==> config.mk <==
export PLATFORM = sky130hd
export DESIGN_NAME = irrigation_scan_ctrl_flat
export DESIGN_NICKNAME = d
export VERILOG_FILES = /design/src/rtl/irrigation_scan_ctrl_if.sv /design/src/rtl/irrigation_scan_ctrl.sv /design/src/flat_wrapper.sv
export SDC_FILE = /design/constraint.sdc
export NUM_CORES = 1
export LEC_CHECK = 0
export ABC_AREA = 1
export ABC_CLOCK_PERIOD_IN_PS = 2610
export CORE_MARGIN = 2
export CORE_UTILIZATION = 40
export CTS_CLUSTER_SIZE = 30
export DETAILED_ROUTE_END_ITERATION = 6
export GPL_ROUTABILITY_DRIVEN = 0
export HOLD_SLACK_MARGIN = 0.1
export PLACE_DENSITY = 0.56
export SLEW_MARGIN = 10
export SYNTH_ARGS = -nofsm -noshare
export SYNTH_HDL_FRONTEND = slang
export SYNTH_SLANG_ARGS = --single-unit
==> constraint.sdc <==
create_clock -name clk -period 2.61 [get_ports clk]
set_clock_uncertainty 0.15 [all_clocks]
set_input_delay 0.261 -clock clk [delete_from_list [all_inputs] [get_ports clk]]
set_output_delay 0.261 -clock clk [all_outputs]
set_load 0.01 [all_outputs]
==> src/rtl/irrigation_scan_ctrl_if.sv <==
// Signal bundle between the irrigation scan controller and its sensor-mux / actuator side.
// master = controller, slave = mux plus actuator environment.
interface irrigation_scan_ctrl_if;
   logic       enable;
   logic       mux_out;
   logic       S1;
   logic       S0;
   logic [3:0] status;
   logic       valve;
   logic       scan_done;

   modport master (
      input  enable,
      input  mux_out,
      output S1,
      output S0,
      output status,
      output valve,
      output scan_done
   );

   modport slave (
      output enable,
      output mux_out,
      input  S1,
      input  S0,
      input  status,
      input  valve,
      input  scan_done
   );
endinterface

==> src/rtl/irrigation_scan_ctrl.sv <==
// Four-channel sensor scanner: drives the mux selector, debounces each channel across scans,
// and registers the valve command once per completed scan.
module irrigation_scan_ctrl #(
   parameter int SETTLE   = 2,
   parameter int DEBOUNCE = 3
) (
   input  logic                  clk,
   input  logic                  reset,
   irrigation_scan_ctrl_if.master bus
);
   typedef enum logic [1:0] {ST_IDLE, ST_SETTLE, ST_SAMPLE, ST_DONE} state_t;

   localparam logic [3:0] SETTLE_LAST = 4'(SETTLE - 1);
   localparam logic [2:0] DB_LAST     = 3'(DEBOUNCE - 1);

   state_t     state_reg;
   state_t     state_next;
   logic [1:0] ch_reg;
   logic [3:0] settle_reg;
   logic [3:0] status_w;
   logic       valve_reg;
   logic       settle_run;
   logic       sample_en;
   logic       valve_load;
   logic       done_pulse;

   always_ff @(posedge clk or posedge reset) begin
      if (reset) begin
         state_reg <= ST_IDLE;
      end else begin
         state_reg <= state_next;
      end
   end

   // Enable is only consulted at scan boundaries, so a started scan always runs to DONE.
   always_comb begin
      state_next = state_reg;
      case (state_reg)
         ST_IDLE:   if (bus.enable) state_next = ST_SETTLE;
         ST_SETTLE: if (settle_reg == SETTLE_LAST) state_next = ST_SAMPLE;
         ST_SAMPLE: state_next = (ch_reg == 2'd3) ? ST_DONE : ST_SETTLE;
         ST_DONE:   state_next = bus.enable ? ST_SETTLE : ST_IDLE;
         default:   state_next = ST_IDLE;
      endcase
   end

   always_comb begin
      settle_run = 1'b0;
      sample_en  = 1'b0;
      valve_load = 1'b0;
      done_pulse = 1'b0;
      case (state_reg)
         ST_SETTLE: settle_run = 1'b1;
         ST_SAMPLE: sample_en  = 1'b1;
         ST_DONE: begin
            valve_load = 1'b1;
            done_pulse = 1'b1;
         end
         default: ;
      endcase
   end

   // Settle counter only runs inside SETTLE, so every entry into SETTLE starts from zero.
   always_ff @(posedge clk or posedge reset) begin
      if (reset) begin
         settle_reg <= 4'd0;
         ch_reg     <= 2'd0;
         valve_reg  <= 1'b0;
      end else begin
         settle_reg <= settle_run ? settle_reg + 4'd1 : 4'd0;
         if (sample_en) begin
            ch_reg <= ch_reg + 2'd1;
         end
         if (valve_load) begin
            valve_reg <= ~status_w[1] & ((status_w[0] & ~status_w[2]) | status_w[3]);
         end
      end
   end

   genvar gi;
   generate
      for (gi = 0; gi < 4; gi++) begin : g_deb
         logic [2:0] db_reg;
         logic       lvl_reg;
         logic       hit;

         assign hit = sample_en && (ch_reg == 2'(gi));

         always_ff @(posedge clk or posedge reset) begin
            if (reset) begin
               db_reg  <= 3'd0;
               lvl_reg <= 1'b0;
            end else if (hit) begin
               if (bus.mux_out == lvl_reg) begin
                  db_reg <= 3'd0;
               end else if (db_reg == DB_LAST) begin
                  lvl_reg <= bus.mux_out;
                  db_reg  <= 3'd0;
               end else begin
                  db_reg <= db_reg + 3'd1;
               end
            end
         end

         assign status_w[gi] = lvl_reg;
      end
   endgenerate

   assign bus.S1        = ch_reg[1];
   assign bus.S0        = ch_reg[0];
   assign bus.status    = status_w;
   assign bus.valve     = valve_reg;
   assign bus.scan_done = done_pulse;
endmodule
==> src/flat_wrapper.sv <==
// flat-port wrapper written by rule: the top's interface ports become plain ports
module irrigation_scan_ctrl_flat 
#(
   parameter int SETTLE   = 2,
   parameter int DEBOUNCE = 3
)
  (clk, reset, bus_enable, bus_mux_out, bus_S1, bus_S0, bus_status, bus_valve, bus_scan_done);
  irrigation_scan_ctrl_if bus_i ();
  input  logic clk;
  input  logic reset;
  input wire logic [$bits(bus_i.enable)-1:0] bus_enable;
  input wire logic [$bits(bus_i.mux_out)-1:0] bus_mux_out;
  output wire logic [$bits(bus_i.S1)-1:0] bus_S1;
  output wire logic [$bits(bus_i.S0)-1:0] bus_S0;
  output wire logic [$bits(bus_i.status)-1:0] bus_status;
  output wire logic [$bits(bus_i.valve)-1:0] bus_valve;
  output wire logic [$bits(bus_i.scan_done)-1:0] bus_scan_done;
  assign bus_i.enable = bus_enable;
  assign bus_i.mux_out = bus_mux_out;
  assign bus_S1 = bus_i.S1;
  assign bus_S0 = bus_i.S0;
  assign bus_status = bus_i.status;
  assign bus_valve = bus_i.valve;
  assign bus_scan_done = bus_i.scan_done;
  irrigation_scan_ctrl #(.SETTLE(SETTLE), .DEBOUNCE(DEBOUNCE)) u_core (.clk(clk), .reset(reset), .bus(bus_i));
endmodule
==> impl_results.md <==
* Largest register FFs at 12
* Fin crit period at 2.037 ns
* Initial antenna violation count at 0
* Die ar. at 0.003953 sq mm
* Met2 Wirelength at 1170 microns
* Lkg Pwr at 0.7625 nW
* DR pass1 iterations at 4
* Reg-to-reg startpoint: u_core.ch_reg[0]$_DFFE_PP0P_
* FF-to-FF End: u_core.g_deb[2].db_reg[1]$_DFFE_PP0P_
* CP Cell Sequence: nand2_1, inv_1, clkdlybuf4s50_1
* Synthesized Nets at 184
* Synth cell types at 23
* Post-synth ARST share at 1.000
* Die width at 62.87 microns
* Root Driver: clkbuf_4
* Place WS at 0.8979 ns
* Synth area leader: dfrtp_1
* Max incr delay on CP at 0.55 ns
* Reg2Reg Depth at 6
* Max layer used: met4
* Share of cells above drive strength 1 at 0.07104
* Peak supply drop at 0.0003969 V
* Area contributors post-synth: dfrtp_1, nand2_1, inv_1
* Gr usage total at 0.1378
* M1 WL at 1098 microns
* Core Region at 0.003337 sq mm
* Met3 WL at 73 microns
* Worst path buffer plus inverter count at 2
* Hold_buf cts at 0
* Cell family with most CP delay: buffers and inverters
* CP max stage cell: dfrtp_1
* Vias/cell at 4.638
* Leading cell type by number of instances after synthesis: nand2_1
* Initial Utilization at 0.4154
* Final-report setup violation count at 0
* H-tree depth at 1
* CTS tree: done
* Gr ovfl total at 0
* Hold Vio Cnt, Final at 0
* Seq/Total Area, Yosys at 0.4513
* IO Pins at 12
* Status: finished clean
* Layout area overhead at 10.92%
* DRT Wirelength at 2359 microns
* Worst setup path class: flip-flop to output pin
* Largest net degree at the start of global routing at 26
* CP Launch Type: flip-flop
* # diodes at 0
* Pwr dens at 735.6 mW/mm^2
* Initial DRC Count at 70
* Placed Area at 0.001510 sq mm
* IO buf count at 11
* Skew-Pair Late Insertion Delay at 0.32 ns
* Most used flip-flop cell after synthesis: dfrtp_1
* Max_cap viols at 0
* Slew HR at 0.7541
* Setup TNS Final at 0 ns
* CTS clk-pin slew, worst paths at 0.15 ns
* Post-synth EDFFs at 0
* Fillers at 352
* First-pass GRT wire length at 4409 microns
* Final ANT Viol Nets at 0
* Commonest cells post-synth: nand2_1, dfrtp_1, inv_1, nor2_1, nand3_1
* Post-route clock period utilization at 0.7805
* RSZ-0062 raised after global routing: false
* Gate Count Post-Synth at 174
* # Post-CTS Setup Buffers at 0
* Post-DP HPWL at 1812 microns
* Final Util at 0.4608
* Num CTS Buffers at 3
* Die Span Y at 62.87 microns
* Post_cts resized at 0
* DR DRC count at 0
* Synth top area share at 0.4513
* Post-Syn Area per Cell at 7.967 sq um
* Worst-Margin Slew at 0.3677 ns
* CTS max path bufs at 2
* Req. time, crit path at 2.20 ns
* Hold WC Path Type: input port to asynchronous set/reset pin
* Design Area, Final at 0.001538 sq mm
* Slew Viols, Final at 0
* # clock sinks at 25
* Yosys reg bits at 25
* Synth warn at 0
* Number of global-route vias before repair at 1029
* Crit-path max FO at 8
* Routed WL per cell at 10.30 microns
* Final worst setup slack at 0.5729 ns
* Post-synthesis cell area at 0.001386 sq mm
* Nets at 194
* Crit. End Element: output pin
* R2r setup slk at 1.20 ns
* F_max at 490.9 MHz
* Row count at 21
* Vias at 1062
* WP data arrival at 1.63 ns
==> layer usage <==
layer  up-vias  track usage
met1       493       0.1657
met5         -            0
li1        554            -
met2        13       0.2460
met4         0      0.02500
met3         2      0.03784
==> power by group <==
part           total [W]  leakage (nW)  switching, W  internal (W)
combinational   0.000391         0.420      0.000221      0.000170
sequential      0.000565         0.325     0.0000884      0.000476
clock           0.000176        0.0177      0.000118     0.0000574
==> tightest hold or removal path: cells and delay by family <==
family | cells | cell delay, ns
buffers and inverters | 3 | 0.74
==> through the flow <==
stage	std cells	hold slack (ns)	total power, W
6_report	229	0.1089	0.001131
5_1_grt	229	0.1285	0.001247
4_1_cts	229	0.1127	0.001153
3_5_place_dp	225	0.3317	0.0009725
3_3_place_gp	225	0.3268	0.0009569
2_1_floorplan	174	0.1383	0.0008588
==> cell families after synthesis <==
logic type,after synthesis,share of synthesized area
compound gates,15,0.05956
xor+xnor,8,0.05054
fa+ha+maj,6,0.05415
buf+inv,30,0.09928
flops,25,0.4513
simple gates,90,0.2852
==> final cells by class <==
cell class | instances | area, sq um | area share
Clock inverter | 1 | 5.005 | 0.003255
Inverter | 23 | 86.33 | 0.05614
Timing Repair Buffer | 12 | 117.6 | 0.07649
Sequential cell | 25 | 625.6 | 0.4068
Tap cell | 46 | 57.56 | 0.03743
Multi-Input combinational cell | 119 | 623.1 | 0.4052
Clock buffer | 3 | 22.52 | 0.01465
==> layout by cell type, fill, tap and decap left out <==
cell type,synthesis,final
o21ai_1,3,3
buf_4,4,1
xor2_1,6,6
ha_1,6,6
nor2_1,19,19
nand2_1,47,47
or2_1,1,1
nor3_1,4,4
xnor2_1,2,2
nor2_2,1,1
nand4_1,2,2
a21oi_2,1,1
nand3_1,11,11
dfrtp_1,25,25
inv_2,1,1
o21ai_2,1,1
clkdlybuf4s50_1,0,11
clkinv_2,0,1
a21oi_1,3,3
o21ai_0,7,7
clkbuf_4,0,3
inv_1,22,22
nand3_2,4,4
nand3b_1,1,1
==> worst max-delay path by stage <==
stage | start | to | cells past startpoint
floorplan | u_core.ch_reg[0]$_DFFE_PP0P_ | u_core.g_deb[2].lvl_reg$_DFFE_PP0P_ | 5
global placement | u_core.state_reg[1]$_DFFE_PP0P_ | bus_scan_done | 3
detailed placement | bus_mux_out | u_core.g_deb[3].db_reg[1]$_DFFE_PP0P_ | 8
CTS | u_core.state_reg[1]$_DFFE_PP0P_ | bus_scan_done | 3
global route | u_core.state_reg[1]$_DFFE_PP0P_ | bus_scan_done | 3
finish | u_core.state_reg[1]$_DFFE_PP0P_ | bus_scan_done | 3
(Power assumes the default switching activity.)
